--- src/rtl/uart_dbus_bridge.sv ---
// UART <-> D-bus glue stage.
// Host-to-calc bytes are queued in the H2C FIFO and offered one at a time to the
// dbus transmit handshake. Calc-to-host bytes are pulled from the dbus receive
// side into the C2H FIFO and presented to the UART transmitter over valid/ready.
// When C2H is full, o_avail is left unacknowledged, so the link is throttled
// and no data is lost.
module uart_dbus_bridge #(
    parameter int H2C_AW = 4,
    parameter int C2H_AW = 4
) (
    input  logic              i_clock,
    input  logic              i_reset,
    input  logic [7:0]        i_rx_data,
    input  logic              i_rx_valid,
    output logic [7:0]        o_tx_data,
    output logic              o_tx_valid,
    input  logic              i_tx_ready,
    output logic [7:0]        o_dbus_data,
    output logic              o_dbus_enable,
    output logic              o_dbus_read,
    input  logic [7:0]        i_dbus_data,
    input  logic              i_dbus_busy,
    input  logic              i_dbus_avail,
    input  logic              i_dbus_receiving,
    input  logic              i_dbus_reset,
    input  logic              i_clear_status,
    output logic              o_h2c_overflow,
    output logic              o_tx_error,
    output logic [H2C_AW:0]   o_h2c_level
);
    localparam int H2C_DEPTH = 1 << H2C_AW;
    localparam int C2H_DEPTH = 1 << C2H_AW;

    typedef enum logic [1:0] {TX_IDLE, TX_REQ, TX_SEND} tx_state_t;
    typedef enum logic {RX_IDLE, RX_WAIT} rx_state_t;

    tx_state_t tx_state_reg;
    rx_state_t rx_state_reg;

    // ---------------- H2C FIFO ----------------
    logic [7:0]      h2c_mem [H2C_DEPTH];
    logic [H2C_AW:0] h2c_wr_ptr_reg;
    logic [H2C_AW:0] h2c_rd_ptr_reg;
    logic            h2c_full;
    logic            h2c_empty;
    logic            h2c_push;
    logic            h2c_pop;
    logic [7:0]      h2c_head;

    assign h2c_empty   = (h2c_wr_ptr_reg == h2c_rd_ptr_reg);
    assign h2c_full    = (h2c_wr_ptr_reg[H2C_AW] != h2c_rd_ptr_reg[H2C_AW]) &&
                         (h2c_wr_ptr_reg[H2C_AW-1:0] == h2c_rd_ptr_reg[H2C_AW-1:0]);
    // Fullness is judged before any same-cycle pop, so a byte arriving on a
    // full FIFO is dropped even if the head leaves in that cycle.
    assign h2c_push    = i_rx_valid && !h2c_full;
    assign h2c_head    = h2c_mem[h2c_rd_ptr_reg[H2C_AW-1:0]];
    assign o_h2c_level = h2c_wr_ptr_reg - h2c_rd_ptr_reg;

    // The head leaves the FIFO only once dbus has really started our transmit
    // (busy without receiving and no timeout reset in progress).
    assign h2c_pop = (tx_state_reg == TX_REQ) && i_dbus_busy &&
                     !i_dbus_receiving && !i_dbus_reset;

    // H2C storage write
    always_ff @(posedge i_clock) begin
        if (h2c_push) begin
            h2c_mem[h2c_wr_ptr_reg[H2C_AW-1:0]] <= i_rx_data;
        end
    end

    // H2C pointer update
    always_ff @(posedge i_clock or posedge i_reset) begin
        if (i_reset) begin
            h2c_wr_ptr_reg <= '0;
            h2c_rd_ptr_reg <= '0;
        end else begin
            if (h2c_push) h2c_wr_ptr_reg <= h2c_wr_ptr_reg + 1'b1;
            if (h2c_pop)  h2c_rd_ptr_reg <= h2c_rd_ptr_reg + 1'b1;
        end
    end

    // ---------------- C2H FIFO ----------------
    logic [7:0]      c2h_mem [C2H_DEPTH];
    logic [C2H_AW:0] c2h_wr_ptr_reg;
    logic [C2H_AW:0] c2h_rd_ptr_reg;
    logic            c2h_full;
    logic            c2h_empty;
    logic            c2h_push;
    logic            c2h_pop;

    assign c2h_empty = (c2h_wr_ptr_reg == c2h_rd_ptr_reg);
    assign c2h_full  = (c2h_wr_ptr_reg[C2H_AW] != c2h_rd_ptr_reg[C2H_AW]) &&
                       (c2h_wr_ptr_reg[C2H_AW-1:0] == c2h_rd_ptr_reg[C2H_AW-1:0]);
    // Capture only from RX IDLE, so a byte still flagged avail after its read
    // is never taken twice.
    assign c2h_push  = (rx_state_reg == RX_IDLE) && i_dbus_avail && !c2h_full;
    assign c2h_pop   = !c2h_empty && i_tx_ready;

    assign o_tx_valid = !c2h_empty;
    // Stale storage is masked so the UART side sees zero when nothing is queued.
    assign o_tx_data  = c2h_empty ? 8'h00 : c2h_mem[c2h_rd_ptr_reg[C2H_AW-1:0]];

    // C2H storage write
    always_ff @(posedge i_clock) begin
        if (c2h_push) begin
            c2h_mem[c2h_wr_ptr_reg[C2H_AW-1:0]] <= i_dbus_data;
        end
    end

    // C2H pointer update
    always_ff @(posedge i_clock or posedge i_reset) begin
        if (i_reset) begin
            c2h_wr_ptr_reg <= '0;
            c2h_rd_ptr_reg <= '0;
        end else begin
            if (c2h_push) c2h_wr_ptr_reg <= c2h_wr_ptr_reg + 1'b1;
            if (c2h_pop)  c2h_rd_ptr_reg <= c2h_rd_ptr_reg + 1'b1;
        end
    end

    // TX FSM: offer the H2C head to dbus and hold it until dbus takes it
    always_ff @(posedge i_clock or posedge i_reset) begin
        if (i_reset) begin
            tx_state_reg  <= TX_IDLE;
            o_dbus_enable <= 1'b0;
            o_dbus_data   <= 8'h00;
        end else begin
            case (tx_state_reg)
                TX_IDLE: begin
                    if (!h2c_empty) begin
                        o_dbus_data   <= h2c_head;
                        o_dbus_enable <= 1'b1;
                        tx_state_reg  <= TX_REQ;
                    end
                end
                TX_REQ: begin
                    // Busy caused by a link receive or a timeout reset is not our
                    // transmit; keep enable up so dbus sends once it is idle.
                    if (h2c_pop) begin
                        o_dbus_enable <= 1'b0;
                        tx_state_reg  <= TX_SEND;
                    end
                end
                TX_SEND: begin
                    if (!i_dbus_busy) tx_state_reg <= TX_IDLE;
                end
                default: begin
                    o_dbus_enable <= 1'b0;
                    tx_state_reg  <= TX_IDLE;
                end
            endcase
        end
    end

    // RX FSM: one-cycle read acknowledge per available byte, then wait for avail to drop
    always_ff @(posedge i_clock or posedge i_reset) begin
        if (i_reset) begin
            rx_state_reg <= RX_IDLE;
            o_dbus_read  <= 1'b0;
        end else begin
            o_dbus_read <= 1'b0;
            case (rx_state_reg)
                RX_IDLE: begin
                    if (c2h_push) begin
                        o_dbus_read  <= 1'b1;
                        rx_state_reg <= RX_WAIT;
                    end
                end
                RX_WAIT: begin
                    if (!i_dbus_avail) rx_state_reg <= RX_IDLE;
                end
                default: rx_state_reg <= RX_IDLE;
            endcase
        end
    end

    // Sticky overflow flag: a drop in the same cycle as a clear keeps it set
    always_ff @(posedge i_clock or posedge i_reset) begin
        if (i_reset) begin
            o_h2c_overflow <= 1'b0;
        end else if (i_rx_valid && h2c_full) begin
            o_h2c_overflow <= 1'b1;
        end else if (i_clear_status) begin
            o_h2c_overflow <= 1'b0;
        end
    end

    // Sticky transmit-error flag: dbus timeout reset while our byte is on the wire
    always_ff @(posedge i_clock or posedge i_reset) begin
        if (i_reset) begin
            o_tx_error <= 1'b0;
        end else if ((tx_state_reg == TX_SEND) && i_dbus_reset) begin
            o_tx_error <= 1'b1;
        end else if (i_clear_status) begin
            o_tx_error <= 1'b0;
        end
    end

endmodule

--- config.mk ---
export PLATFORM = sky130hd
export DESIGN_NAME = uart_dbus_bridge
export DESIGN_NICKNAME = d
export VERILOG_FILES = /design/src/rtl/uart_dbus_bridge.sv
export SDC_FILE = /design/constraint.sdc
export NUM_CORES = 1
export LEC_CHECK = 0
export BUFFER_PORTS_ARGS = -buffer_cell sky130_fd_sc_hd__buf_4
export CAP_MARGIN = 20
export CORE_MARGIN = 4
export CORE_UTILIZATION = 45
export DETAILED_ROUTE_END_ITERATION = 8
export PLACE_DENSITY = 0.76
export SLEW_MARGIN = 20
export SYNTH_ARGS = -nofsm -noshare
export SYNTH_HDL_FRONTEND = slang
export SYNTH_SLANG_ARGS = --single-unit
export TNS_END_PERCENT = 20
--- constraint.sdc ---
create_clock -name i_clock -period 3.1 [get_ports i_clock]
set_input_delay 0.62 -clock i_clock [delete_from_list [all_inputs] [get_ports i_clock]]
set_output_delay 0.62 -clock i_clock [all_outputs]
set_load 0.005 [all_outputs]
==> impl_metrics.env <==
export IMPL_status="completed"
export IMPL_p_sw_uw=3880
export IMPL_routed_wl_um=23300
export IMPL_synth_warnings=0
export IMPL_synth_top_cell_area_share_pct=65.8
export IMPL_core_um2=25300
export IMPL_dieHeight_um=169
export IMPL_internal_power_uw=8750
export IMPL_numCtsBuffers=29
export IMPL_ys_flop_type="edfxtp_1"
export IMPL_synth_most_common_cell="edfxtp_1"
export IMPL_p_comb_share_pct=31.0
export IMPL_die_w_um=169
export IMPL_worst_path_max_delay_cell="mux4_2"
export IMPL_r2r_start="h2c_rd_ptr_reg[2]$_DFFE_PP0P_"
export IMPL_max_freq_ghz=0.335
export IMPL_syn_area_um2=11700
export IMPL_crit_buf_inv=2
export IMPL_regArea_um2=8570
export IMPL_wire_per_inst_um=21.9
export IMPL_slew_headroom_pct=47.0
export IMPL_syn_avg_cell_area_um2=18.5
export IMPL_cts_max_level=1
export IMPL_clock_root_buffer="clkbuf_16"
export IMPL_whs_ns=0.209
export IMPL_path_cells="buf_16 > mux4_2 > a22oi_1 > a21oi_1 > buf_4"
export IMPL_drive_above_1_share_pct=26.3
export IMPL_viasPerCell=5.68
export IMPL_syn_nets=672
export IMPL_arrival_ns=2.37
export IMPL_dp_final_hpwl_um=14700
export IMPL_insertion_delay_ns=0.56
export IMPL_reg2reg_depth=6
export IMPL_power_leakage_uw=0.00469
export IMPL_synth_edf_count=256
export IMPL_clockPowerShare_pct=28.8
export IMPL_crit_path_max_incr_delay_ns=0.52
export IMPL_placed_cell_area_um2=12500
export IMPL_ir_drop_v=0.000531
export IMPL_clk_pin_slew_ns=0.06
export IMPL_crit_family="multiplexers"
export IMPL_pwr_density_cell_nw_per_um2=929
export IMPL_drt_pass1_iter_count=5
export IMPL_track_usage_pct=16.1
export IMPL_finalClockSkew_ns=0.0248
export IMPL_use_met3_pct=2.52
export IMPL_drv_cap=0
export IMPL_antenna_cells=0
export IMPL_tns_ns=0
export IMPL_rsz0062_at_grt="false"
export IMPL_gp_congestion=0.789
export IMPL_swShare_pct=30.7
export IMPL_nets=751
export IMPL_timing_final_hold_violations=0
export IMPL_dieArea_um2=28600
export IMPL_synth_cell_type_count=48
export IMPL_rows=58
export IMPL_fin_crit_ns=2.99
export IMPL_final_cell_area_um2=13600
export IMPL_period_share_pct=96.3
export IMPL_cts_hold_fix_buffers=0
export IMPL_grt_use_met1_pct=22.6
export IMPL_worstMarginPinSlew_ns=0.793
export IMPL_area_growth_pct=16.5
export IMPL_cp_required_ns=2.48
export IMPL_grt_pass1_vias=6102
export IMPL_grt_pass1_wl_um=35700
export IMPL_drc=0
export IMPL_r2r_slack_ns=0.54
export IMPL_grt_max_degree=51
export IMPL_num_vias=6047
export IMPL_synth_area_leaders="edfxtp_1, mux4_2, dfrtp_1"
export IMPL_hold_path_class="input port to async pin"
export IMPL_grt_overflow_total=0
export IMPL_p_seq_share_pct=40.2
export IMPL_clock_sink_count=291
export IMPL_setup_violations=0
export IMPL_cp_start_kind="flop"
export IMPL_fill_cells=1905
export IMPL_io_pins=51
export IMPL_postSynthCellCount=632
export IMPL_synth_seq_cells=291
export IMPL_seq_area_frac_synth_pct=73.3
export IMPL_async_flop_share_pct=12.0
export IMPL_cp_max_fo=18
export IMPL_critPathKind="flop to output port"
export IMPL_port_buffers=50
export IMPL_synth_top_cell_by_area="edfxtp_1"
export IMPL_drtIter0Drc=811
export IMPL_grtUsageMet2_pct=26.6
export IMPL_grt_antenna_before_repair=0
export IMPL_cp_end_kind="output port"
export IMPL_start_util_pct=46.1
export IMPL_ys_top_cells_by_count="edfxtp_1, mux4_2, dfrtp_1"
export IMPL_rr_endpoint="h2c_mem[12][7]$_DFFE_PP_"
export IMPL_busiest_layer="met2"
export IMPL_drv_slew=0
export IMPL_tritoncts="built"
export IMPL_clockBufferDepth=3
export IMPL_drtAntennaViolNets=0
export IMPL_multiInputGateArea_um2=2910
kinds of logic (layout without fill, tap and decap cells):
family,after synthesis,after routing,share of synthesized area (%)
and+or+nand+nor,93,93,4.35
xor gates and xnor gates,26,26,2.01
adders and majority gates,15,15,1.67
DFF,291,291,73.3
buffers and inverters,47,149,1.81
muxes,82,82,12.2
AOI/OAI and AO/OA,78,78,4.58
per-stage QoR:
step / util (%) / power [uW] / instances / worst slack [ns]
after global routing: 53.7 / 13200 / 1064 / 0.0316
after CTS: 53.5 / 12600 / 1062 / 0.00647
after global placement: 49.5 / 8850 / 1008 / 0.655
final: 53.7 / 12600 / 1064 / 0.115
after detailed placement: 49.5 / 8980 / 1008 / 0.563
after floorplan: - / 7650 / 632 / 0.0816
metal layers:
layer	share of wire, %	routed length (um)
met1	42	9780
met2	50	11700
met3	6.1	1410
met5	0	0
met4	2.1	484
cell type report:
| class | instances | share of cell area (%) |
|---|---|---|
| Tap cell | 330 | 3.04 |
| Clock inverter | 25 | 2.13 |
| Clock buffer | 29 | 5.34 |
| Inverter | 16 | 0.442 |
| Timing Repair Buffer | 79 | 4.64 |
| Sequential cell | 291 | 63.0 |
| Multi-Input combinational cell | 294 | 21.4 |
worst max-delay path by stage:
stage | to | slack [ns] | from | cells after the start
6_report | o_tx_data[7] | 0.11 | c2h_rd_ptr_reg[0]$_DFFE_PP0P_ | 5
3_3_place_gp | o_tx_data[7] | 0.65 | c2h_wr_ptr_reg[1]$_DFFE_PP0P_ | 5
2_1_floorplan | h2c_mem[3][0]$_DFFE_PP_ | 0.08 | h2c_rd_ptr_reg[1]$_DFFE_PP0P_ | 9
3_5_place_dp | o_tx_data[1] | 0.56 | c2h_wr_ptr_reg[1]$_DFFE_PP0P_ | 5
4_1_cts | o_h2c_level[4] | 0.006 | h2c_wr_ptr_reg[0]$_DFFE_PP0P_ | 8
5_1_grt | o_tx_data[2] | 0.03 | c2h_rd_ptr_reg[1]$_DFFE_PP0P_ | 5
cell usage in the layout, fill, tap and decap left out, drive strengths merged, types with 3 or more instances in the layout:
master / instances
a31oi: 8
clkinv: 14
bufinv: 5
nor2b: 3
a21o: 3
and3: 6
nor2: 33
nand2b: 3
inv: 18
a211oi: 3
xor2: 12
a21oi: 14
nand2: 14
nand4: 6
nor3b: 3
ha: 14
nor3: 4
mux2i: 32
o21ai: 5
buf: 78
and4: 5
clkbuf: 30
nand3: 3
a22oi: 24
xnor2: 14
dfrtp: 35
clkinvlp: 4
mux4: 48
edfxtp: 256
o22ai: 17
nand3b: 3
power groups by stage:
| stage | combinational (uW) | clock [uW] | sequential [uW] |
|---|---|---|---|
| floorplan | 2660 | 0 | 4990 |
| global placement | 3760 | 0 | 5090 |
| detailed placement | 3840 | 0 | 5130 |
| CTS | 3870 | 3710 | 5060 |
| global route | 4230 | 3890 | 5120 |
| finish | 3910 | 3640 | 5080 |
worst register-to-register path, cell delays in order (launching register included):
cell and delay (ns):
dfrtp_1 0.48, inv_1 0.11, ha_1 0.36, nand4_1 0.14, o21a_1 0.31, nand2_1 0.19
nor2_1 0.61
what timing repair did:
| action | CTS | global route |
|---|---|---|
| setup endpoints to repair | 8 | 9 |
| pin swaps | 0 | 1 |
| gates cloned | 0 | 1 |
| buffers inserted | 0 | 1 |
| resized for setup | 1 | 4 |
No activity file was read; power rests on OpenSTA's default activity.
